**src/rtl/aurora_tx_arbiter_if.sv**
```systemverilog
// Bundle between the Aurora TX arbiter and its N_PORTS encap_packet
// requesters: request/grant, per-port words in, and the shared TX lane out.
interface aurora_tx_arbiter_if #(
  parameter int N_PORTS           = 4,
  parameter int AURORA_DATA_WIDTH = 64
);
  localparam int PW = (N_PORTS > 1) ? $clog2(N_PORTS) : 1;

  logic                                   channel_up;
  logic [N_PORTS-1:0]                     req;
  logic [N_PORTS-1:0]                     arbiter_gnt;
  logic [N_PORTS*AURORA_DATA_WIDTH-1:0]   data_in;
  logic [N_PORTS-1:0]                     data_valid;
  logic [AURORA_DATA_WIDTH-1:0]           tx_tdata;
  logic                                   tx_tvalid;
  logic                                   tx_tlast;
  logic [PW-1:0]                          active_port;
  logic                                   busy;
  logic                                   frame_done;
  logic                                   frame_abort;

  modport master (
    input  channel_up, req, data_in, data_valid,
    output arbiter_gnt, tx_tdata, tx_tvalid, tx_tlast,
           active_port, busy, frame_done, frame_abort
  );

  modport slave (
    output channel_up, req, data_in, data_valid,
    input  arbiter_gnt, tx_tdata, tx_tvalid, tx_tlast,
           active_port, busy, frame_done, frame_abort
  );
endinterface

```
**src/rtl/aurora_tx_arbiter.sv**
```systemverilog
// Round-robin owner of the single Aurora TX lane: grants one encap_packet port
// per frame, forwards exactly NUMBER_PACKET of its words, then forces a gap.
module aurora_tx_arbiter #(
  parameter int N_PORTS           = 4,
  parameter int AURORA_DATA_WIDTH = 64,
  parameter int NUMBER_PACKET     = 19,
  parameter int GAP_CYCLES        = 2,
  parameter int TIMEOUT_CYCLES    = 64
) (
  input  logic                clk,
  input  logic                rst,
  aurora_tx_arbiter_if.master bus
);

  localparam int W        = AURORA_DATA_WIDTH;
  localparam int PW       = (N_PORTS > 1) ? $clog2(N_PORTS) : 1;
  localparam int WCW      = $clog2(NUMBER_PACKET + 1);
  localparam int TCW      = $clog2(TIMEOUT_CYCLES + 1);
  localparam int GCW      = (GAP_CYCLES > 1) ? $clog2(GAP_CYCLES) : 1;
  localparam int GAP_LAST = (GAP_CYCLES > 0) ? GAP_CYCLES - 1 : 0;

  typedef enum logic [1:0] {S_IDLE, S_GRANT, S_XFER, S_GAP} state_t;

  // With no gap configured a finished frame returns straight to arbitration.
  localparam state_t POST_FRAME = (GAP_CYCLES == 0) ? S_IDLE : S_GAP;

  state_t         state;
  logic [PW-1:0]  rr_ptr;
  logic [PW-1:0]  winner;
  logic           any_req;
  logic [WCW-1:0] word_cnt;
  logic [TCW-1:0] timeout_cnt;
  logic [GCW-1:0] gap_cnt;
  logic [W-1:0]   act_data;
  logic           act_valid;

  function automatic logic [PW-1:0] wrap_add(input logic [PW-1:0] base, input int off);
    int s = int'(base) + off;
    if (s >= N_PORTS) s -= N_PORTS;
    return PW'(s);
  endfunction

  // Scan offsets high-to-low so the closest requester at or after rr_ptr wins.
  // NOTE: every always_comb output gets a default first so no latch is inferred.
  always_comb begin
    winner  = '0;
    any_req = 1'b0;
    for (int i = N_PORTS - 1; i >= 0; i--) begin
      if (bus.req[wrap_add(rr_ptr, i)]) begin
        winner  = wrap_add(rr_ptr, i);
        any_req = 1'b1;
      end
    end
  end

  always_comb begin
    act_data  = '0;
    act_valid = 1'b0;
    for (int i = 0; i < N_PORTS; i++) begin
      if (bus.active_port == PW'(i)) begin
        act_data  = bus.data_in[i*W +: W];
        act_valid = bus.data_valid[i];
      end
    end
  end

  // NOTE: all state and outputs update with non-blocking assignments so every
  // read in this block sees the pre-edge value regardless of statement order.
  always_ff @(posedge clk) begin
    if (rst) begin
      state           <= S_IDLE;
      rr_ptr          <= '0;
      word_cnt        <= '0;
      timeout_cnt     <= '0;
      gap_cnt         <= '0;
      bus.arbiter_gnt <= '0;
      bus.tx_tdata    <= '0;
      bus.tx_tvalid   <= 1'b0;
      bus.tx_tlast    <= 1'b0;
      bus.active_port <= '0;
      bus.busy        <= 1'b0;
      bus.frame_done  <= 1'b0;
      bus.frame_abort <= 1'b0;
    end else begin
      bus.arbiter_gnt <= '0;
      bus.tx_tdata    <= '0;
      bus.tx_tvalid   <= 1'b0;
      bus.tx_tlast    <= 1'b0;
      bus.frame_done  <= 1'b0;
      bus.frame_abort <= 1'b0;

      case (state)
        S_IDLE: begin
          if (bus.channel_up && any_req) begin
            state           <= S_GRANT;
            bus.arbiter_gnt <= N_PORTS'(1) << winner;
            bus.active_port <= winner;
            bus.busy        <= 1'b1;
            word_cnt        <= '0;
            timeout_cnt     <= '0;
          end
        end

        // The encap_packet sees its grant this cycle; its words start later.
        S_GRANT: state <= S_XFER;

        S_XFER: begin
          if (!bus.channel_up) begin
            bus.frame_abort <= 1'b1;
            bus.busy        <= 1'b0;
            rr_ptr          <= wrap_add(bus.active_port, 1);
            gap_cnt         <= '0;
            state           <= POST_FRAME;
          end else if (act_valid) begin
            bus.tx_tdata  <= act_data;
            bus.tx_tvalid <= 1'b1;
            word_cnt      <= word_cnt + 1'b1;
            timeout_cnt   <= '0;
            if (word_cnt == WCW'(NUMBER_PACKET - 1)) begin
              bus.tx_tlast   <= 1'b1;
              bus.frame_done <= 1'b1;
              bus.busy       <= 1'b0;
              rr_ptr         <= wrap_add(bus.active_port, 1);
              gap_cnt        <= '0;
              state          <= POST_FRAME;
            end
          end else if (timeout_cnt == TCW'(TIMEOUT_CYCLES - 1)) begin
            bus.frame_abort <= 1'b1;
            bus.busy        <= 1'b0;
            rr_ptr          <= wrap_add(bus.active_port, 1);
            gap_cnt         <= '0;
            state           <= POST_FRAME;
          end else begin
            bus.tx_tdata <= act_data;
            timeout_cnt  <= timeout_cnt + 1'b1;
          end
        end

        S_GAP: begin
          if (gap_cnt == GCW'(GAP_LAST)) begin
            gap_cnt <= '0;
            state   <= S_IDLE;
          end else begin
            gap_cnt <= gap_cnt + 1'b1;
          end
        end

        default: state <= S_IDLE;
      endcase
    end
  end

endmodule
```
**src/flat_wrapper.sv**
```systemverilog
// flat-port wrapper written by rule: the top's interface ports become plain ports
module aurora_tx_arbiter_flat 
#(
  parameter int N_PORTS           = 4,
  parameter int AURORA_DATA_WIDTH = 64,
  parameter int NUMBER_PACKET     = 19,
  parameter int GAP_CYCLES        = 2,
  parameter int TIMEOUT_CYCLES    = 64
)
  (clk, rst, bus_channel_up, bus_req, bus_data_in, bus_data_valid, bus_arbiter_gnt, bus_tx_tdata, bus_tx_tvalid, bus_tx_tlast, bus_active_port, bus_busy, bus_frame_done, bus_frame_abort);
  aurora_tx_arbiter_if #(.N_PORTS(N_PORTS), .AURORA_DATA_WIDTH(AURORA_DATA_WIDTH)) bus_i ();
  input  logic clk;
  input  logic rst;
  input wire logic [$bits(bus_i.channel_up)-1:0] bus_channel_up;
  input wire logic [$bits(bus_i.req)-1:0] bus_req;
  input wire logic [$bits(bus_i.data_in)-1:0] bus_data_in;
  input wire logic [$bits(bus_i.data_valid)-1:0] bus_data_valid;
  output wire logic [$bits(bus_i.arbiter_gnt)-1:0] bus_arbiter_gnt;
  output wire logic [$bits(bus_i.tx_tdata)-1:0] bus_tx_tdata;
  output wire logic [$bits(bus_i.tx_tvalid)-1:0] bus_tx_tvalid;
  output wire logic [$bits(bus_i.tx_tlast)-1:0] bus_tx_tlast;
  output wire logic [$bits(bus_i.active_port)-1:0] bus_active_port;
  output wire logic [$bits(bus_i.busy)-1:0] bus_busy;
  output wire logic [$bits(bus_i.frame_done)-1:0] bus_frame_done;
  output wire logic [$bits(bus_i.frame_abort)-1:0] bus_frame_abort;
  assign bus_i.channel_up = bus_channel_up;
  assign bus_i.req = bus_req;
  assign bus_i.data_in = bus_data_in;
  assign bus_i.data_valid = bus_data_valid;
  assign bus_arbiter_gnt = bus_i.arbiter_gnt;
  assign bus_tx_tdata = bus_i.tx_tdata;
  assign bus_tx_tvalid = bus_i.tx_tvalid;
  assign bus_tx_tlast = bus_i.tx_tlast;
  assign bus_active_port = bus_i.active_port;
  assign bus_busy = bus_i.busy;
  assign bus_frame_done = bus_i.frame_done;
  assign bus_frame_abort = bus_i.frame_abort;
  aurora_tx_arbiter #(.N_PORTS(N_PORTS), .AURORA_DATA_WIDTH(AURORA_DATA_WIDTH), .NUMBER_PACKET(NUMBER_PACKET), .GAP_CYCLES(GAP_CYCLES), .TIMEOUT_CYCLES(TIMEOUT_CYCLES)) u_core (.clk(clk), .rst(rst), .bus(bus_i));
endmodule
```
**config.mk**
```make
export PLATFORM = sky130hd
export DESIGN_NAME = aurora_tx_arbiter_flat
export DESIGN_NICKNAME = d
export VERILOG_FILES = /design/src/rtl/aurora_tx_arbiter_if.sv /design/src/rtl/aurora_tx_arbiter.sv /design/src/flat_wrapper.sv
export SDC_FILE = /design/constraint.sdc
export NUM_CORES = 1
export LEC_CHECK = 0
export ABC_AREA = 1
export CAP_MARGIN = 25
export CORE_AREA = 2 2 132 134
export CTS_BUF_LIST = sky130_fd_sc_hd__clkbuf_2
export DETAILED_ROUTE_END_ITERATION = 8
export DIE_AREA = 0 0 134 136
export PLACE_DENSITY = 0.72
export SYNTH_ARGS = -nofsm -noshare
export SYNTH_HDL_FRONTEND = slang
export SYNTH_SLANG_ARGS = --single-unit
```
**constraint.sdc**
```tcl
create_clock -name clk -period 4.4 [get_ports clk]
set_input_delay 0.44 -clock clk [delete_from_list [all_inputs] [get_ports clk]]
set_output_delay 0.44 -clock clk [all_outputs]
set_load 0.02 [all_outputs]
```
Word level (Yosys, flattened, before mapping). Index checks and enable logic that the tools add are counted.

Input port bits: 267. Flip-flop bits (word level): 91. Memories kept: 0. ROM bits: 0. RAM bits: 0. Logic and storage cells: 136. Output and inout bits: 75. Latch bits: 0.

Shift-type cells: 1. Order comparisons: 9. Equal/unequal tests: 17. Div/mod/pow operators: 0. Multipliers: 0. Add/sub/neg operators: 12. Bitwise gates (word level): 5. Reduce and logical (&&, ||, !) cells: 16. Multiplexer cells: 64.

Operators by type and width (number): $mux W64 (6); $mux W2 (19); $mux W7 (4); $mux W1 (23); $reduce_and A4 Y1 (4); $mux W5 (3); $pmux W7 S2 (1); $ge A3 B3 Y1 const B (4); $lt A2 B3 Y1 const B (4); $pmux W5 S2 (1); $sub A2 B1 Y2 const B (5); $bmux W1 S2 (4); $eq A2 B2 Y1 const B (4); $pmux W2 S4 (1); $add A7 B1 Y7 const B (1); $eq A7 B6 Y1 const B (1); $add A2 B1 Y3 const B (2); $add A2 B2 Y3 const B (2); $ne A2 B1 Y1 const B (3); $reduce_and A3 Y1 (2); $reduce_or A3 Y1 (2); $add A5 B1 Y5 const B (1); $eq A5 B5 Y1 const B (1); $not A1 Y1 (5); other kinds (17) (21).

Logic depth before layout (Yosys ltp). Gate-level depths: netlist (run 1).

Word-level depth: 12. Depth in mapped cells: 14. Depth with buffers taken out: 14.

Worst setup path after synthesis (run 1). Ideal clock, no wire load.

Path kind: flip-flop to flip-flop. From: reg u_core.bus.active_port[0] in the netlist's numbering. To: reg u_core.timeout_cnt[0]. Stages on the path, launching flop included: 13. Period minus slack after synthesis: 1.841 ns. Setup time: 0.114 ns. Buffers on the path: 0. Path slack: 2.559 ns. Arrival: 1.727 ns. Required time: 4.286 ns. Path through: dfxtp_1 -> inv_1 -> ha_1 -> a21oi_1 -> nand2_1 -> nand2_1 -> nand2_2 -> nor2_4 -> nand2_1 -> nand2_8 -> nand2_1 -> nand2_1 -> nor2_2.

Longest elaborated chain between the ends: 8. Elaborated cells between the ends (all ways): 13. Those cells by class: eq/ne: 4; mux: 7; reduce/logical: 2.

Ends and longest elaborated chain: start, declared (line aurora_tx_arbiter_if.sv:25) `active_port, busy, frame_done, frame_abort`; start signal, assigned (line aurora_tx_arbiter.sv:97) `bus.active_port <= winner;`; $logic_not A2 Y1 (line aurora_tx_arbiter.sv:60) `if (bus.active_port == PW'(i)) begin`; $mux W1 (3 in a row) (line aurora_tx_arbiter.sv:60); $mux W1 * (line aurora_tx_arbiter.sv:60); $mux W7 (line aurora_tx_arbiter.sv:114) `end else if (act_valid) begin`; $mux W7 (line aurora_tx_arbiter.sv:108) `if (!bus.channel_up) begin`; $pmux W7 S2 (line aurora_tx_arbiter.sv:92) `case (state)`; end signal, assigned (line aurora_tx_arbiter.sv:135) `timeout_cnt <= timeout_cnt + 1'b1;`; end, declared (line aurora_tx_arbiter.sv:32) `logic [TCW-1:0] timeout_cnt;`.

Mark *: on every way between the ends. The rest lies on a longest branch, timed or not. The select of a mux whose other input is x is not followed. A chain may end at the register's enable or synchronous reset.

Worst setup path after layout (run 1).
From: reg u_core.bus.active_port[1] in the netlist's numbering. To: reg u_core.bus.tx_tdata[20].

Longest elaborated chain between the ends: 7. Elaborated cells between the ends (all ways): 14. Those cells by class: eq/ne: 3; mux: 10; reduce/logical: 1.

Ends and longest elaborated chain: $logic_not A2 Y1 (line aurora_tx_arbiter.sv:60); $mux W64 (4 in a row) (line aurora_tx_arbiter.sv:60); $mux W64 (line aurora_tx_arbiter.sv:127) `end else if (timeout_cnt == TCW'(TIMEOUT_CYCLES - 1)) begin`; $mux W64 * (line aurora_tx_arbiter.sv:114); end signal, assigned (line aurora_tx_arbiter.sv:115) `bus.tx_tdata <= act_data;`; end signal, assigned (line aurora_tx_arbiter.sv:134) `bus.tx_tdata <= act_data;`; end, declared (line aurora_tx_arbiter_if.sv:24) `output arbiter_gnt, tx_tdata, tx_tvalid, tx_tlast,`.

Mark *: on every way between the ends. The rest lies on a longest branch, timed or not.

==> impl_results.md, run 1 <==
* Synth top area cells: dfxtp_1 34%, a21oi_1 13%, o2111ai_1 11%
* Drt drc at 0
* Yosys warnings at 0
* Final Hold Fails at 0
* List of most frequent post-synthesis cells: 141 x a21oi_1, 129 x nand2_1, 91 x dfxtp_1, 81 x nand3_1, 72 x o21ai_0
* Min-Delay Path Class: input pin to flip-flop
* Max cap viols at 0
* Initial antenna violation count at 0
* Design Power at 0.003545 W
* Clock Tree Buf Depth at 2
* Kind of critical path: flip-flop to flip-flop
* R2r startpoint: u_core.bus.active_port[1]$_SDFFE_PP0P_
* Top FF cell, synth: dfxtp_1
* CTS buffer count at 9
* Final instance area at 8864 um2
* Post-layout nets at 1329
* Root buffer cell: clkbuf_2
* Yosys reg bits at 91
* Clk sinks at 91
* Period utilization at 0.6723
* Post-synth top area share at 0.3414
* Worst-Margin Slew at 0.9635 ns
* Starting Density at 0.3162
* Cts hold-fix bufs at 0
* Core area at 16880 um2
* Placed Area at 8778 um2
* Full die area at 18220 um2
* Async S/R FF share, synth at 0
* FMAX at 338.1 MHz
* Maximum VDD drop at 0.2462 mV
* Post-Syn Area at 5336 um2
* Syn_area_per_cell at 6.976 um2
* Min-Delay Path Depth at 2
* CP Max Fanout at 45
* Clk slew on worst S/H paths at 0.26 ns
* Reg2Reg Depth at 11
* FF-to-FF End: u_core.bus.tx_tdata[20]$_SDFF_PP0_
* CP Capture Type: flip-flop
* P&R area growth vs syn at 66.10%
* PD cells at 400.0 nW/um2
* Skew-Pair Late Insertion Delay at 0.60 ns
* Ports at 342
* HPWL after DPL at 16960 um
* CTS tree: built
* Status: finished, final reports clean
* Routed WL at 23190 um
* Startpoint Class: flip-flop
* RSZ-0062 raised after global routing: false
* 1st-iter DRT viols at 411
* Final setup TNS at 0 ns
* Routed Antenna Nets at 0
* Vias at 6667
* Critical Path RT at 4.94 ns
* Layout cells sized above 1 at 0.06149
* Vias in the first global route at 6241
* Vias per Instance at 5.196
* Resize count post-CTS at 0
* Sink of the worst hold path: u_core.bus.frame_abort$_SDFF_PP0_
* First-pass GRT wire length at 34290 um
* DR pass1 iterations at 5
* Count leader, synth: a21oi_1
* Cells after Synth at 765
* Die X at 134 um
* PortBufs at 341
* Worst EP arrival at 3.50 ns
* GP Congestion at 0.8247
* Synthesized net count at 1042
* Post-CTS Setup Inserts at 0
* WL/cell at 18.08 um
* Final Max Slew Viols at 0
* Rows at 48
* Area leader, netlist: dfxtp_1
* Reg2reg setup slack at 1.44 ns
* Hold Startpoint: bus_channel_up
* Largest net degree at the start of global routing at 101
* Unique masters post-synth at 32
* Die height at 136 um
* Final min period at 2.958 ns
* Final core utilization at 0.5252
* Number of setup violations in the final report at 0
* Gr ovfl total at 0
* Post-synth EDFFs at 0
* GRT Total Usage at 0.2404
* Sequential area share after synthesis at 0.3414
* H-tree levels at 3
* Fin Clk Skew at 0.02741 ns
* Slew headroom at 0.3577
* Leakage at 3.403 nW
[layout make-up]
cell class / count / area, um2
well taps: 225 / 281.5
clock buffers: 10 / 50.05
diodes: 1 / 2.502
inverters: 33 / 133.9
multi-input cells: 567 / 3065
flip-flops and latches: 91 / 1822
repair buffers: 350 / 3476
clock inverters: 6 / 32.53
fillers: 1648 / 8013
[layer usage]
layer	vias to the layer above	part of all wire	track usage
met2	277	0.46	0.3863
met3	41	0.11	0.09135
li1	3297	-	-
met4	0	0.031	0.09220
met5	-	0	0
met1	3052	0.41	0.2916
[registers in the layout (all words and copies together) (netlist names)]
signal and flops:
u_core.bus.tx_tlast 1, u_core.word_cnt 5, u_core.rr_ptr 2, u_core.bus.busy 1, u_core.gap_cnt 1, u_core.bus.tx_tdata 64, u_core.state 2, u_core.bus.frame_abort 1
u_core.bus.tx_tvalid 1, u_core.timeout_cnt 7, u_core.bus.active_port 2, u_core.bus.arbiter_gnt 4
[critical path, cell delays in order, from the launching register on]
cell and delay (ns):
dfxtp_1 0.40, inv_1 0.11, ha_2 0.67, a21oi_1 0.16, nand2_1 0.10, nand2_1 0.08
nand2_2 0.11, inv_2 0.06, nand2_2 0.32, buf_4 0.50, o2111ai_1 0.17, a21oi_1 0.18
[metrics by stage]
stage,instances,hold slack [ns],worst slack [ns]
3_3_place_gp,1266,0.4456,1.636
5_1_grt,1282,0.3424,1.178
2_1_floorplan,765,0.4324,2.559
3_5_place_dp,1266,0.4440,1.508
6_report,1283,0.3482,1.442
4_1_cts,1282,0.2756,1.461
[cell families (layout without fill, tap and decap cells)]
logic type               count (synthesis)  after routing  share of synthesized area
XOR/XNOR                                 3              3                   0.004925
flip-flops                              91             91                     0.3414
AND/OR/NAND/NOR                        269            269                     0.2265
other                                    0              1                          0
adder cells (fa/ha/maj)                 10             10                    0.02345
buffers and inverters                  107            399                    0.08746
AO/OA/AOI/OAI                          285            285                     0.3163
[how the worst max path moves through the flow]
stage	from	to	slack [ns]	cells past startpoint
floorplan	u_core.bus.active_port[0]$_SDFFE_PP0P_	u_core.timeout_cnt[0]$_SDFFE_PP0P_	2.56	12
global placement	u_core.bus.active_port[1]$_SDFFE_PP0P_	u_core.bus.tx_tdata[26]$_SDFF_PP0_	1.64	11
detailed placement	u_core.bus.active_port[1]$_SDFFE_PP0P_	u_core.bus.tx_tdata[18]$_SDFF_PP0_	1.51	11
CTS	u_core.bus.active_port[1]$_SDFFE_PP0P_	u_core.bus.tx_tdata[20]$_SDFF_PP0_	1.46	11
global route	u_core.bus.active_port[1]$_SDFFE_PP0P_	u_core.bus.tx_tdata[27]$_SDFF_PP0_	1.18	11
finish	u_core.bus.active_port[1]$_SDFFE_PP0P_	u_core.bus.tx_tdata[20]$_SDFF_PP0_	1.44	11
[placed cells by master, fill, tap and decap left out, drive strengths merged, types with 5 or more instances in the layout]
cell type	n
dfxtp	91
clkbuf	10
a21oi	144
ha	10
o21ai	74
clkinv	5
nand2	142
clkdlybuf4s50	340
o2111ai	64
nor2	40
buf	10
inv	33
nand3	83
[report_power, final]
part | switching [W] | internal (W) | total (W)
sequential | 0.0000793 | 0.000939 | 0.00102
combinational | 0.00132 | 0.000843 | 0.00216
clock | 0.000295 | 0.0000717 | 0.000367
(Power assumes the default switching activity.)
==> inputs of run 2 (changes only) <==
CORE_AREA = 2 2 133 135   (was 2 2 132 134)
DIE_AREA = 0 0 135 137   (was 0 0 134 136)
PLACE_DENSITY = 0.74   (was 0.72)
clock period = 2.7 ns   (was 4.4 ns; I/O delays follow)
==> run 2 against run 1 <==
  * Final cell count increased by 0.62%
  * Sequential cell count unchanged
  * Cell area rose by 1.4%
  * Via count increased by 1.8%
  * Sequential share of layout area fell by 0.28 points
  * Combinational power is 64% higher
  * Power up 67%
  * Largest cell class unchanged
  * Highest routed layer unchanged
==> impl_results.md, run 2 (synthesized netlist as in run 1, its figures left out) <==
* Status: finished, final reports clean
* Slew headroom at 0.5544 (+0.1967)
* Hold Startpoint: bus_channel_up
* Post-layout nets at 1336 (+0.53%)
* HPWL after DPL at 16580 um (-2.3%)
* Placed Area at 8869 um2 (+1.0%)
* Leakage at 3.466 nW (+1.8%)
* Maximum VDD drop at 0.4318 mV (+75%)
* Slowest-stage cell, CP: dfxtp_1
* Largest delay share family, worst path: buffers and inverters
* CTS buffer count at 9 (unchanged)
* Max incr delay on CP at 0.46 ns (-0.21 ns)
* Vias in the first global route at 6162 (-1.3%)
* Final Hold Fails at 0 (unchanged)
* H-tree levels at 3 (unchanged)
* FMAX at 469.6 MHz (+39%)
* CP Max Fanout at 41 (-8.9%)
* RSZ-0062 raised after global routing: false
* Reg power frac at 0.279 (-0.008)
* Clock Power Share at 0.122 (+0.019)
* Resize count post-CTS at 0 (unchanged)
* Final setup TNS at 0 ns (unchanged)
* CTS tree: built
* CP Capture Type: flip-flop
* Max cap viols at 0 (unchanged)
* Fin Clk Skew at 0.02787 ns (+0.0004653 ns)
* Drt drc at 0 (unchanged)
* Biggest register: u_core.bus.tx_tdata
* Max reg flops at 64 (unchanged)
* Clock Tree Buf Depth at 2 (unchanged)
* Core area at 17060 um2 (+1.1%)
* Combinational fraction of design power at 0.599 (-0.010)
* Critical Path RT at 3.22 ns (-1.72 ns)
* Routed WL at 23300 um (+0.48%)
* Ordered list of cells on the worst path: inv_1, ha_2, inv_2, nor2_1, nor2_1, nand2_1, nand2_2, inv_2, nand2_2, buf_4, o2111ai_1, a21oi_1
* Sink of the worst hold path: u_core.bus.tx_tdata[39]$_SDFF_PP0_
* Min-Delay Path Depth at 4 (+2)
* Root buffer cell: clkbuf_2
* WL/cell at 18.05 um (-0.14%)
* Commonest cells after routing, fill and taps aside: 340 x clkdlybuf4s50_1, 141 x a21oi_1, 128 x nand2_1, 91 x dfxtp_1, 81 x nand3_1
* Largest net degree at the start of global routing at 78 (-23%)
* Reg2Reg Depth at 12 (+1)
* FF-to-FF End: u_core.bus.tx_tdata[2]$_SDFF_PP0_
* Gr ovfl total at 0 (unchanged)
* Initial antenna violation count at 2 (+2)
* Final instance area at 8987 um2 (+1.4%)
* Worst EP arrival at 2.65 ns (-0.85 ns)
* Final setup margin at 0.5704 ns (-0.8716 ns)
* Ports at 342 (unchanged)
* Period utilization at 0.7887 (+0.1165)
* Die X at 135 um (+0.75%)
* Worst slack, placed at 0.6590 ns (-0.8491 ns)
* Number of setup violations in the final report at 0 (unchanged)
* Full die area at 18500 um2 (+1.5%)
* Starting Density at 0.3129 (-0.003340)
* Leading cell type in the layout, fill and taps excluded: clkdlybuf4s50_1
* PD cells at 660.1 nW/um2 (+65%)
* Rows at 48 (unchanged)
* Final Max Slew Viols at 0 (unchanged)
* Layout cells sized above 1 at 0.06579 (+0.004295)
* Clk sinks at 91 (unchanged)
* Top flop regs: u_core.bus.tx_tdata: 64 flops, u_core.timeout_cnt: 7 flops, u_core.word_cnt: 5 flops
* Vias at 6784 (+1.8%)
* Die height at 137 um (+0.74%)
* P&R area growth vs syn at 68.42%
* GP Congestion at 0.8554 (+3.7%)
* Min-Delay Path Class: input pin to flip-flop
* PortBufs at 341 (unchanged)
* 1st-iter DRT viols at 356 (-13%)
* Skew-Pair Late Insertion Delay at 0.60 ns (about the same)
* Post-CTS Setup Inserts at 0 (unchanged)
* Worst-Margin Slew at 0.6684 ns (-0.2951 ns)
* Cts hold-fix bufs at 0 (unchanged)
* DR pass1 iterations at 5 (unchanged)
* Clk slew on worst S/H paths at 0.27 ns (about the same)
* Startpoint Class: flip-flop
* GRT Total Usage at 0.2338 (-0.006596)
* Worst Path Buf+Inv at 4 (+1)
* R2r startpoint: u_core.bus.active_port[0]$_SDFFE_PP0P_
* Sw Ratio at 0.4661 (-0.01107)
* Post-Layout Cell Count at 1291 (+0.62%)
* Dpl cells at 1273 (+0.55%)
* NetSw at 0.002765 W (+63%)
* Int Power at 0.003168 W (+71%)
* First-pass GRT wire length at 33710 um (-1.7%)
* Kind of critical path: flip-flop to flip-flop
* Routed Antenna Nets at 0 (unchanged)
* Vias per Instance at 5.255 (+1.1%)
* Final min period at 2.130 ns (-0.8284 ns)
* Reg2reg setup slack at 0.57 ns (-0.87 ns)
## run 2: cell count changes in the layout (fill, tap and decap cells not counted)
cell / previous run / this run
bufinv_16: 0 / 1
diode_2: 1 / 2
buf_4: 9 / 13
clkbuf_2: 10 / 9
clkinv_4: 0 / 3
buf_12: 0 / 3
clkinv_2: 5 / 1
clkinv_1: 0 / 2
clkinvlp_4: 1 / 0
## run 2: worst max-delay path by stage
| stage | slack (ns) | to | depth (start not counted) | start |
|---|---|---|---|---|
| after global placement | 0.69 | u_core.bus.tx_tdata[9]$_SDFF_PP0_ | 10 | bus_data_valid[0] |
| after floorplan | 0.86 | u_core.timeout_cnt[0]$_SDFFE_PP0P_ | 12 | u_core.bus.active_port[0]$_SDFFE_PP0P_ |
| after detailed placement | 0.66 | u_core.bus.tx_tdata[27]$_SDFF_PP0_ | 12 | u_core.bus.active_port[0]$_SDFFE_PP0P_ |
| after global routing | 0.35 | u_core.bus.tx_tdata[37]$_SDFF_PP0_ | 12 | u_core.bus.active_port[0]$_SDFFE_PP0P_ |
| after CTS | 0.61 | u_core.bus.tx_tdata[38]$_SDFF_PP0_ | 12 | u_core.bus.active_port[0]$_SDFFE_PP0P_ |
| final | 0.57 | u_core.bus.tx_tdata[2]$_SDFF_PP0_ | 12 | u_core.bus.active_port[0]$_SDFFE_PP0P_ |
## run 2: power groups by stage
stage	Sequential [W]	Clock, W	Combinational [W]
detailed placement	0.00168	0	0.00353
CTS	0.00166	0.000757	0.00354
floorplan	0.00179	0	0.00212
global placement	0.00168	0	0.00349
finish	0.00166	0.000723	0.00355
global route	0.00168	0.000796	0.00391
## run 2: layer usage
metal  up-vias  track usage  part of all wire
li1       3328            -                 -
met1      3131       0.2920              0.42
met2       288       0.3824              0.47
met3        37      0.06111             0.086
met4         0      0.09838             0.029
met5         -            0                 0
## run 2: area by class of cell
type	count	area (um2)
Clock inverter	7	68.82
Timing Repair Buffer	357	3566
Sequential cell	91	1822
Fill cell	1665	8069
Multi-Input combinational cell	567	3065
Inverter	33	133.9
Clock buffer	9	45.04
Tap cell	225	281.5
Antenna cell	2	5.005
## run 2: worst min-delay path, cell delays in order
cell       delay [ns]
buf_2            0.12
buf_4            0.24
o2111ai_1        0.14
a21oi_1          0.04
## run 2: stage by stage
| stage | total power, W | hold WS [ns] | util |
|---|---|---|---|
| 3_3_place_gp | 0.005173 | 0.4457 | 0.5200 |
| 2_1_floorplan | 0.003913 | 0.3324 | - |
| 6_report | 0.005933 | 0.2259 | 0.5269 |
| 5_1_grt | 0.006384 | 0.2006 | 0.5269 |
| 3_5_place_dp | 0.005211 | 0.4466 | 0.5200 |
| 4_1_cts | 0.005957 | 0.1643 | 0.5266 |
==> inputs of run 3 (changes only) <==
clock period = 1.8 ns   (was 2.7 ns; I/O delays follow)
==> run 3 against run 2 <==
  * Clock power grew 74%
  * Worst setup slack worse by 0.55 ns
  * Cell area is 6.9% higher
  * Wire length grew 8.0%
  * Die area is the same
  * Combinational power up 62%
  * Largest cell class unchanged
  * Largest power group unchanged
  * Highest routed layer unchanged
==> impl_results.md, run 3 (synthesized netlist as in run 1, its figures left out) <==
* Max cap viols at 0 (unchanged)
* Fillers at 1634 (-1.9%)
* Post-layout nets at 1363 (+2.0%)
* Diodes inserted at 0 (-2)
* CP Max Fanout at 5 (-88%)
* CP startpoint: u_core.bus.active_port[1]$_SDFFE_PP0P_
* First-pass GRT wire length at 34050 um (+1.0%)
* FMAX at 561.1 MHz (+19%)
* Number of setup violations in the final report at 0 (unchanged)
* Slew headroom at 0.6791 (+0.1247)
* H-tree levels at 3 (unchanged)
* Root buffer cell: clkbuf_2
* Routed Antenna Nets at 0 (unchanged)
* Ordered list of cells on the worst path: inv_4, ha_4, a21oi_2, nand2_2, nand2_2, nand2_4, nor2_4, nand2_4, nand3_2, nand2_1, a21oi_2
* PD cells at 989.2 nW/um2 (+50%)
* Core area at 17060 um2 (unchanged)
* Maximum VDD drop at 0.7724 mV (+79%)
* Max incr delay on CP at 0.46 ns (about the same)
* Largest net degree at the start of global routing at 65 (-17%)
* Startpoint Class: flip-flop
* Period utilization at 0.9902 (+0.2014)
* Drt drc at 0 (unchanged)
* Final min period at 1.782 ns (-0.3473 ns)
* P&R area growth vs syn at 80.02%
* Max reg flops at 64 (unchanged)
* Skew-Pair Late Insertion Delay at 0.62 ns (+0.02 ns)
* CTS buffer count at 9 (unchanged)
* WL/cell at 19.12 um (+5.9%)
* CP Capture Type: flip-flop
* Min Hold Slack at 0.1565 ns (-0.06942 ns)
* Reg2Reg Depth at 11 (-1)
* FF-to-FF End: u_core.timeout_cnt[1]$_SDFFE_PP0P_
* Ports at 342 (unchanged)
* PortBufs at 341 (unchanged)
* Full die area at 18500 um2 (unchanged)
* Clk slew on worst S/H paths at 0.28 ns (about the same)
* Min-Delay Path Class: input pin to flip-flop
* Crit path to: u_core.timeout_cnt[1]$_SDFFE_PP0P_
* Worst-Margin Slew at 0.4813 ns (-0.1871 ns)
* Worst EP arrival at 2.31 ns (-0.34 ns)
* 1st-iter DRT viols at 349 (-2.0%)
* Reg2reg setup slack at 0.02 ns (-0.55 ns)
* HPWL after DPL at 16610 um (+0.17%)
* Critical Path RT at 2.33 ns (-0.89 ns)
* Status: finished, final reports clean
* Fin Clk Skew at 0.04435 ns (+0.01647 ns)
* CTS tree: built
* DR pass1 iterations at 5 (unchanged)
* Slowest-stage cell, CP: dfxtp_4
* Routed WL at 25160 um (+8.0%)
* Leading cell type in the layout, fill and taps excluded: clkdlybuf4s50_1
* Top flop regs: u_core.bus.tx_tdata: 64 flops, u_core.timeout_cnt: 7 flops, u_core.word_cnt: 5 flops
* Gr ovfl total at 0 (unchanged)
* Rows at 48 (unchanged)
* Initial antenna violation count at 0 (-2)
* Commonest cells after routing, fill and taps aside: 266 x clkdlybuf4s50_1, 134 x a21oi_1, 119 x nand2_1, 87 x dfxtp_1, 78 x nand3_1
* Vias at 6888 (+1.5%)
* Die X at 135 um (unchanged)
* Starting Density at 0.3129 (unchanged)
* RSZ-0062 raised after global routing: true
* GRT Total Usage at 0.2345 (+0.0007341)
* Clk sinks at 91 (unchanged)
* GP Congestion at 0.8754 (+2.3%)
* Final Hold Fails at 0 (unchanged)
* R2r startpoint: u_core.bus.active_port[1]$_SDFFE_PP0P_
* Final Max Slew Viols at 0 (unchanged)
* Clock Tree Buf Depth at 2 (unchanged)
* Vias per Instance at 5.234 (-0.40%)
* Layout cells sized above 1 at 0.1247 (+0.05887)
* Biggest register: u_core.bus.tx_tdata
* Kind of critical path: flip-flop to flip-flop
* Design Power at 0.009503 W (+60%)
* Vias in the first global route at 6255 (+1.5%)
* Die height at 137 um (unchanged)
* Leakage at 4.111 nW (+19%)
==> run 3: changes by cell type in the layout (fill, tap and decap cells not counted), moves of 7 or more <==
cell	previous run	this run
a21oi_1	141	134
dlygate4sd2_1	0	73
a21oi_2	3	10
clkdlybuf4s50_1	340	266
o2111ai_1	64	56
nand2_1	128	119
==> run 3: worst min-delay path by stage <==
stage,cells after the start,to,startpoint,slack (ns)
after CTS,3,u_core.bus.tx_tdata[51]$_SDFF_PP0_,bus_data_in[179],0.10
final,3,u_core.bus.tx_tdata[51]$_SDFF_PP0_,bus_data_in[179],0.16
after global routing,3,u_core.bus.tx_tdata[51]$_SDFF_PP0_,bus_data_in[179],0.12
after floorplan,1,u_core.state[0]$_SDFFE_PP0P_,rst,0.24
after detailed placement,2,u_core.timeout_cnt[6]$_SDFFE_PP0P_,u_core.timeout_cnt[6]$_SDFFE_PP0P_,0.46
after global placement,2,u_core.timeout_cnt[6]$_SDFFE_PP0P_,u_core.timeout_cnt[6]$_SDFFE_PP0P_,0.44
==> run 3: timing repair <==
item | in CTS | in global routing
hold buffers | 1 | 0
endpoints found under the hold margin | 8 | 0
gates cloned | 0 | 12
endpoints found under the setup margin | 125 | 91
setup buffers | 1 | 4
pin swaps | 0 | 10
resized for setup | 76 | 61
==> run 3: layout make-up <==
type | instances | area (um2) | share of cell area
inverter | 33 | 151.4 | 0.01576
clock buffer | 9 | 45.04 | 0.004689
timing repair buffer | 382 | 3890 | 0.4049
multi-input combinational | 569 | 3316 | 0.3451
sequential | 91 | 1832 | 0.1907
clock inverter | 7 | 91.34 | 0.009508
tap | 225 | 281.5 | 0.02930
==> run 3: metrics by stage <==
step                  util  setup TNS, ns  setup WS, ns  cell area, um2  cells
finish              0.5632              0       0.01767            9607   1316
global route        0.5632        -0.5705      -0.05603            9607   1316
CTS                 0.5337        -0.7617      -0.08514            9104   1301
detailed placement  0.5296       -0.06952      -0.03984            9034   1283
global placement    0.5296              0       0.04810            9034   1283
floorplan                -              0       0.07021            5339    765
==> run 3: metal layers <==
layer  GRT usage  part of all wire  vias to the layer above  wire (um)
met2      0.3976              0.50                      296      12460
met4     0.07639             0.022                        0        549
met3     0.06037             0.077                       33       1935
li1            -                 -                     3364          -
met5           0                 0                        -          0
met1      0.2909              0.41                     3195      10220
==> run 3: critical path, delay by kind of cell (launching register included) <==
kind / cells / cell delay, ns
AOI/OAI and AO/OA: 2 / 0.25
buffers and inverters: 1 / 0.05
and+or+nand+nor: 7 / 0.76
adders and majority gates: 1 / 0.18
DFF: 1 / 0.46
==> run 3: report_power, final <==
part / switching (W) / total (W) / internal (W)
logic: 0.00345 / 0.00574 / 0.00230
registers: 0.000194 / 0.00250 / 0.00231
clock network: 0.000799 / 0.00126 / 0.000458
total: 0.00444 / 0.00950 / 0.00506
